## src/rtl/div_pkg.sv

```systemverilog
// Shared constants and helpers for the programmable clock divider.
package div_pkg;

  // Divisor every channel starts from after reset.
  localparam int DEF_DIV_DEFAULT = 5;

  // Divisors below 2 cannot produce a high and a low phase, so they run as 2.
  function automatic logic [31:0] clamp2(input logic [31:0] d);
    return (d < 32'd2) ? 32'd2 : d;
  endfunction

  // Number of high cycles in a divided period: ceil(d/2), no overflow at d=max.
  function automatic logic [31:0] ceil_half(input logic [31:0] d);
    return (d >> 1) + {31'b0, d[0]};
  endfunction

endpackage

```

## src/rtl/clk_div_ch.sv

```systemverilog
// One divider channel: phase counter, active/pending divisor, tick counter.
// div_o is a registered data level, never used as a clock.
module clk_div_ch
  import div_pkg::*;
#(
  parameter int WIDTH   = 8,
  parameter int QW      = 3,
  parameter int DEF_DIV = DEF_DIV_DEFAULT
) (
  input  logic             clk,
  input  logic             rst,
  input  logic             en,
  input  logic [WIDTH-1:0] div_i,
  input  logic             load,
  output logic             div_o,
  output logic             tick_o,
  output logic [QW-1:0]    q_o,
  output logic             pend_o
);

  localparam logic [WIDTH-1:0] DEF_D = WIDTH'(clamp2(32'(DEF_DIV)));

  logic [WIDTH-1:0] cnt, cnt_nx;
  logic [WIDTH-1:0] d, d_nx, d_apply;
  logic [WIDTH-1:0] p;
  logic [WIDTH-1:0] half_nx;
  logic             wrap;

  // Next phase and divisor; a pending divisor only takes over at the wrap so
  // the running period always completes at its full length.
  always_comb begin
    wrap    = (cnt == d - WIDTH'(1));
    d_apply = pend_o ? WIDTH'(clamp2(32'(p))) : d;
    cnt_nx  = cnt;
    d_nx    = d;
    if (en) begin
      if (wrap) begin
        cnt_nx = '0;
        d_nx   = d_apply;
      end else begin
        cnt_nx = cnt + WIDTH'(1);
      end
    end
    half_nx = WIDTH'(ceil_half(32'(d_nx)));
  end

  // Counter, divisor, output level and tick counter; all frozen while disabled.
  always_ff @(posedge clk) begin
    if (rst) begin
      cnt    <= '0;
      d      <= DEF_D;
      div_o  <= 1'b0;
      tick_o <= 1'b0;
      q_o    <= '0;
    end else if (en) begin
      cnt    <= cnt_nx;
      d      <= d_nx;
      div_o  <= (cnt_nx < half_nx);
      tick_o <= wrap;
      if (wrap) q_o <= q_o + QW'(1);
    end else begin
      tick_o <= 1'b0;
    end
  end

  // Pending divisor capture. A load on the wrap edge wins over the clear, so
  // the value just applied is replaced by the newly loaded one.
  always_ff @(posedge clk) begin
    if (rst) begin
      p      <= '0;
      pend_o <= 1'b0;
    end else if (load) begin
      p      <= div_i;
      pend_o <= 1'b1;
    end else if (en && wrap) begin
      pend_o <= 1'b0;
    end
  end

endmodule

```

## src/rtl/prog_clk_div.sv

```systemverilog
// Multi-channel programmable clock divider; channels are independent and
// the top only slices the shared buses.
module prog_clk_div
  import div_pkg::*;
#(
  parameter int NCH     = 2,
  parameter int WIDTH   = 8,
  parameter int QW      = 3,
  parameter int DEF_DIV = DEF_DIV_DEFAULT
) (
  input  logic                 clk,
  input  logic                 rst,
  input  logic [NCH-1:0]       en,
  input  logic [NCH*WIDTH-1:0] div_i,
  input  logic [NCH-1:0]       load,
  output logic [NCH-1:0]       div_o,
  output logic [NCH-1:0]       tick_o,
  output logic [NCH*QW-1:0]    q_o,
  output logic [NCH-1:0]       pend_o
);

  for (genvar i = 0; i < NCH; i++) begin : g_ch
    clk_div_ch #(
      .WIDTH  (WIDTH),
      .QW     (QW),
      .DEF_DIV(DEF_DIV)
    ) u_ch (
      .clk   (clk),
      .rst   (rst),
      .en    (en[i]),
      .div_i (div_i[i*WIDTH +: WIDTH]),
      .load  (load[i]),
      .div_o (div_o[i]),
      .tick_o(tick_o[i]),
      .q_o   (q_o[i*QW +: QW]),
      .pend_o(pend_o[i])
    );
  end

endmodule

```

## config.mk

```make
export PLATFORM = sky130hd
export DESIGN_NAME = prog_clk_div
export DESIGN_NICKNAME = d
export VERILOG_FILES = /design/src/rtl/div_pkg.sv /design/src/rtl/clk_div_ch.sv /design/src/rtl/prog_clk_div.sv
export SDC_FILE = /design/constraint.sdc
export NUM_CORES = 1
export LEC_CHECK = 0
export CAP_MARGIN = 30
export CELL_PAD_IN_SITES_DETAIL_PLACEMENT = 0
export CELL_PAD_IN_SITES_GLOBAL_PLACEMENT = 2
export CORE_ASPECT_RATIO = 0.6
export CORE_MARGIN = 2
export CORE_UTILIZATION = 32
export DETAILED_ROUTE_END_ITERATION = 6
export HOLD_SLACK_MARGIN = 0.12
export PLACE_DENSITY_LB_ADDON = 0.1
export SLEW_MARGIN = 20
export SYNTH_ARGS = -nofsm -noshare
export SYNTH_HDL_FRONTEND = slang
export SYNTH_HIERARCHICAL = 1
export SYNTH_SLANG_ARGS = --single-unit
```

## constraint.sdc

```tcl
create_clock -name clk -period 4.7 [get_ports clk]
set_clock_uncertainty 0.15 [all_clocks]
set_input_delay 1.41 -clock clk [delete_from_list [all_inputs] [get_ports clk]]
set_output_delay 1.41 -clock clk [all_outputs]
set_load 0.01 [all_outputs]
```

# --- After elaboration in Yosys (flattened, before gate mapping) ---
# Cells that the tools add are included.
# W data, S select, Z words.
totals:
  out_inout_bits: 12
  elab_cells: 54
  reg_bits: 60
op_classes:
  n_mux: 16
  n_lt_le_gt_ge: 4
  n_bitwise: 2
  add_sub_neg: 8
  eq_ne: 2
  n_reduce_logical: 8
op_table:
  columns: ["cell", "count"]
  rows:
  - ["$mux W8", 12]
  - ["$add A7 B1 Y8", 2]
  - ["$add A8 B1 Y8 const B", 2]
  - ["$eq A8 B8 Y1", 2]
  - ["$lt A8 B2 Y1 const B", 2]
  - ["$lt A8 B8 Y1", 2]
  - ["$sub A8 B1 Y8 const B", 2]
  - ["$add A3 B1 Y3 const B", 2]
  - ["$mux W1", 4]
  - ["$reduce_and A2 Y1", 2]
  - ["$reduce_bool A2 Y1", 2]
  - ["$reduce_or A2 Y1", 2]
  - ["$logic_and A1 B1 Y1", 2]
  - ["$not A1 Y1", 2]

# --- Logic depth before layout (Yosys ltp) ---
depth:
  ltp_word: 7
  mapped_depth: 21
  depth_no_buf: 20

# --- Hierarchy ---
# Netlist, hierarchy kept.
modules_own_cells:
  columns: ["module", "seq_area_each_um2", "cells_per_inst", "area_each_um2", "instances"]
  rows:
  - ["clk_div_ch (g_ch[0].u_ch)", 600.6, 225, 1928.1, 1]
  - ["clk_div_ch (g_ch[1].u_ch)", 600.6, 221, 1921.8, 1]

# --- Worst setup path before layout ---
# OpenSTA, ideal clock, no wires.
synth_path:
  kind: "input port to flip-flop"
  startpoint: "in en[0]"
  endpoint: "reg g_ch[0].u_ch.div_o"
  n_path_buf: 1
  path_stages: 18
  t_arrival_ps: 4542
  t_required_ps: 4473
  setup_ps: 77
  slack_ps: -68
  path_cell_list: "clkbuf_1 nand2_1 nor4_1 o211ai_2 and2_1 a21o_1 ha_1 ha_1 and3_1 xnor2_1 mux2_2 ha_1 a21oi_1 nor2b_1 o21ai_0 nand3b_1 a221o_1 a41oi_2"
synth_via:
  elab_chain_len: 3
  word_cells_on_any_way: 4
synth_lines:
  columns: ["item", "line_no", "source"]
  rows:
  - ["start: declaration", "prog_clk_div.sv:13", "input logic [NCH-1:0] en,"]
  - ["$mux W8", "clk_div_ch.sv:36", "if (en) begin"]
  - ["net g_ch[0].u_ch.d_nx[0]", "clk_div_ch.sv:24", "logic [WIDTH-1:0] d, d_nx, d_apply;"]
  - ["$add A7 B1 Y8", "div_pkg.sv:14", "return (d >> 1) + {31'b0, d[0]};"]
  - ["$lt A8 B8 Y1", "clk_div_ch.sv:58", "div_o <= (cnt_nx < half_nx);"]
  - ["end signal: assignment", "clk_div_ch.sv:58", null]
  - ["end: declaration", "clk_div_ch.sv:15", "output logic div_o,"]
# The timed path passes the listed nets, and every way through them passes these cells.
# A chain may end at the register's enable or synchronous reset.

# --- Worst setup path after layout ---
layout_path:
  startpoint: "reg g_ch[0].u_ch.d[1]"
  endpoint: "reg g_ch[0].u_ch.div_o"
layout_via:
  elab_chain_len: 6
  word_cells_on_any_way: 9
layout_lines:
  columns: ["item", "line_no", "source"]
  rows:
  - ["start: declaration", "clk_div_ch.sv:24", null]
  - ["start signal: assignment", "clk_div_ch.sv:57", "d <= d_nx;"]
  - ["$sub A8 B1 Y8", "clk_div_ch.sv:32", "wrap = (cnt == d - WIDTH'(1));"]
  - ["$eq A8 B8 Y1", "clk_div_ch.sv:32", null]
  - ["$mux W8", "clk_div_ch.sv:37", "if (wrap) begin"]
  - ["$mux W8 (*)", "clk_div_ch.sv:36", null]
  - ["net g_ch[0].u_ch.d_nx[1]", "clk_div_ch.sv:24", null]
  - ["$add A7 B1 Y8 (*)", "div_pkg.sv:14", null]
  - ["$lt A8 B8 Y1 (*)", "clk_div_ch.sv:58", null]
# Mark *: on every way through the listed nets, which the timed path passes. The rest lies on a longest branch.

==> metrics.md <==
| Metric | Value |
|---|---|
| Status | complete, no violations |
| Clk pwr share | 0.537 |
| Critical-path top delay cell | or4b_4 |
| Placement Setup Slack | -0.456 ns |
| Routed len/inst | ~16 µm |
| Largest net degree at the start of global routing | 35 |
| Tmin final | around 4.5 ns |
| Synth async-reset ratio | 0 |
| Placed Area | between 4000 and 5000 µm² |
| Max-slew violation count | 0 |
| First drt pass iteration count | 4 |
| Register area share after synthesis | 0.312 |
| Area share of the largest cell type after synthesis | 0.312 |
| Slew @ Worst Pin | ~0.78 ns |
| Root buf cell | clkbuf_16 |
| Via Count | 3360 |
| Placer Congestion | between 0.8 and 0.9 |
| Max-capacitance violation count | 0 |
| Seq cells post-synth | 60 |
| Warnings, synthesis | 6 |
| Cts-stage hold buffer count | 0 |
| First-pass GRT wire length | 17100 µm |
| Die width | 146 µm |
| GR Overflow Total | 0 |
| Design area | between 5000 and 6000 µm² |
| Clk sinks | 60 |
| Cell row count | 30 |
| Netlist cell types | 59 |
| Synth top area cells | dfxtp_1, ha_1, mux2i_1 |
| Maximum operating frequency | 220 MHz |
| LEAKAGE | about 2.2 nW |
| IO buf count | 33 |
| Setup WS post-layout | 0.153 ns |
| Hpwl dp | 8320 µm |
| Vias per cell | around 5 |
| Max Fanout on Critical Path | 5 |
| Top_reg_cell synth | dfxtp_1 |
| Cell-internal power | 1.14 mW |
| Layout net count | 568 |
| Core Footprint | 11500 µm² |
| DRT iter0 DRCs | approximately 240 |
| Crit path capture type | flip-flop |
| TritonCTS clock tree | built |
| Cells along the critical path | inv_1 -> ha_2 -> nand2b_1 -> or4b_4 -> a211oi_4 -> o211ai_4 -> nor3b_2 -> a21oi_2 -> ha_2 -> ha_4 -> and3_4 -> xnor2_1 -> mux2_2 -> ha_1 -> a21oi_2 -> nor2b_1 -> o21ai_0 -> nand3b_1 -> a221o_1 -> a41oi_2 |
| Clock latency on the worst-skew pair | roughly 0.32 ns |
| Post-synth top cells | dfxtp_1, nor2_1, mux2i_1 |
| Fin. Hold Viols | 0 |
| CP required | 4.79 ns |
| Avg Cell Area, Syn | 8.63 µm² |
| Min-Delay Path Class | reg2reg |
| Switching Share | 0.220 |
| Cells after synthesis | 446 |
| Crit-path max cell delay | roughly 0.53 ns |
| Dpl cells | 653 |
| CTS Buffer Depth | 2 |
| Finished Core Util | 0.445 |
| Dominant cell by count in the synthesized netlist | dfxtp_1 |
| Chip height | 89.0 µm |
| Total CTS buffers | 9 |
| Crit start category | flip-flop |
| EDFF count, synth | 0 |
| Die area | 13000 µm² |
| I/O pin count | 34 |
| Initial antenna violation count | 0 |
| Routed Antenna Nets | 0 |
| Syn Nets | 492 |
| Pwr Density | 284 nW/µm² |
| GRT Util Overall | 0.174 |
| Final setup fails | 0 |
| Post-Route WL | roughly 11000 µm |
| DRC | 0 |
| Synthesized area | 3850 µm² |
| Proportion of layout cells with a drive suffix above 1 | 0.194 |
| Leading area contributor after synthesis | dfxtp_1 |
| Worst vdd ir | 0.157 mV |
| Crit share post-route | 0.967 |
| Starting density of the core | 0.334 |
| ANT cells | 0 |
| Setup CP Type | reg2reg |
| Area Overhead vs Synth | 33.2% |
| Final Non-Filler Cells | 687 |
| Sequential power share | 0.376 |
| Comb pwr share | 0.088 |
| CTS clock-pin slew for the worst setup and hold paths | 0.05 ns |
| H-tree depth | 3 |
| Net Switching | 0.321 mW |
| Vias in the first global route | 3063 |
| CP Data Arrival Time | 4.64 ns |
| Slew margin rel. | 0.463 |
| Fillers | 1180 |
==> cells in the final DEF, fill, tap and decap left out, types with 18 or more instances in the layout <==
master,n
clkdlybuf4s50_1,30
nor2_1,54
ha_1,19
dfxtp_1,60
buf_4,51
xor2_1,25
nand3_1,18
nand2_1,26
mux2i_1,30
xnor2_1,23
==> power groups by stage <==
stage                     sequential (mW)  clock [mW]  combinational, mW
final                               0.548       0.782              0.128
after global routing                0.550       0.827              0.141
after CTS                           0.548       0.801              0.127
after detailed placement            0.558           0              0.124
after global placement              0.558           0              0.124
after floorplan                     0.552           0             0.0702
==> worst paths after layout <==
path / from / end / slack (ns) / cells after the start
hold / removal: g_ch[0].u_ch/p[0] / g_ch[0].u_ch/p[0] / 0.35 / 2
setup reg to reg: g_ch[0].u_ch/d[1] / g_ch[0].u_ch/div_o / 0.15 / 20
hold reg to reg: g_ch[0].u_ch/p[0] / g_ch[0].u_ch/p[0] / 0.35 / 2
setup / recovery: g_ch[0].u_ch/d[1] / g_ch[0].u_ch/div_o / 0.15 / 20
==> final cells by class <==
type | instances | area [µm²] | share of cell area
Inverter | 17 | 63.8 | 0.0124
Tap cell | 160 | 200 | 0.0390
Clock buffer | 12 | 256 | 0.0500
Multi-Input combinational cell | 349 | 2590 | 0.506
Timing Repair Buffer | 85 | 717 | 0.140
Sequential cell | 60 | 1200 | 0.234
Clock inverter | 4 | 95.1 | 0.0185
==> flip-flops by register name, summed over array words and instances, names as in the netlist <==
signal	cells
g_ch.u_ch/cnt	16
g_ch.u_ch/d	16
g_ch.u_ch/div_o	2
g_ch.u_ch/p	16
g_ch.u_ch/pend_o	2
g_ch.u_ch/q_o	6
g_ch.u_ch/tick_o	2
==> through the flow <==
step / total power, mW / TNS, ns / hold slack [ns]
global placement: 0.682 / -0.822 / 0.317
finish: 1.46 / 0 / 0.346
global route: 1.52 / -0.0224 / 0.400
detailed placement: 0.683 / -0.880 / 0.333
CTS: 1.48 / -0.0754 / 0.351
floorplan: 0.622 / 0 / 0.302
==> layer usage <==
layer,wire (µm),up-vias,track usage
met3,630,2,0.0388
met2,3700,67,0.204
li1,-,1725,-
met4,38,0,0.0428
met5,0,-,0
met1,6610,1566,0.296
==> logic make-up (layout without fill, tap and decap cells) <==
kind of cell    count (synthesis)  after routing  share of synthesized area
compound gates                 60             60                      0.120
xor+xnor                       49             49                      0.113
flops                          60             60                      0.312
mux                            32             32                     0.0838
fa+ha+maj                      24             24                     0.0780
buf+inv                        37            118                     0.0448
simple gates                  184            184                      0.248
==> critical path, delay by kind of cell (launching register included) <==
family	cells	cell delay [ns]
AO/OA/AOI/OAI	7	1.34
AND/OR/NAND/NOR	6	1.32
adder cells (fa/ha/maj)	4	0.80
flip-flops	1	0.33
multiplexers	1	0.27
buffers and inverters	1	0.15
XOR/XNOR	1	0.11
==> repair_timing <==
item / 4_1_cts / 5_1_grt
gates resized for setup: 7 / 22
setup buffers: 7 / 11
pin swaps: 2 / 7
setup endpoints to repair: 2 / 2
(Power assumes the default switching activity.)
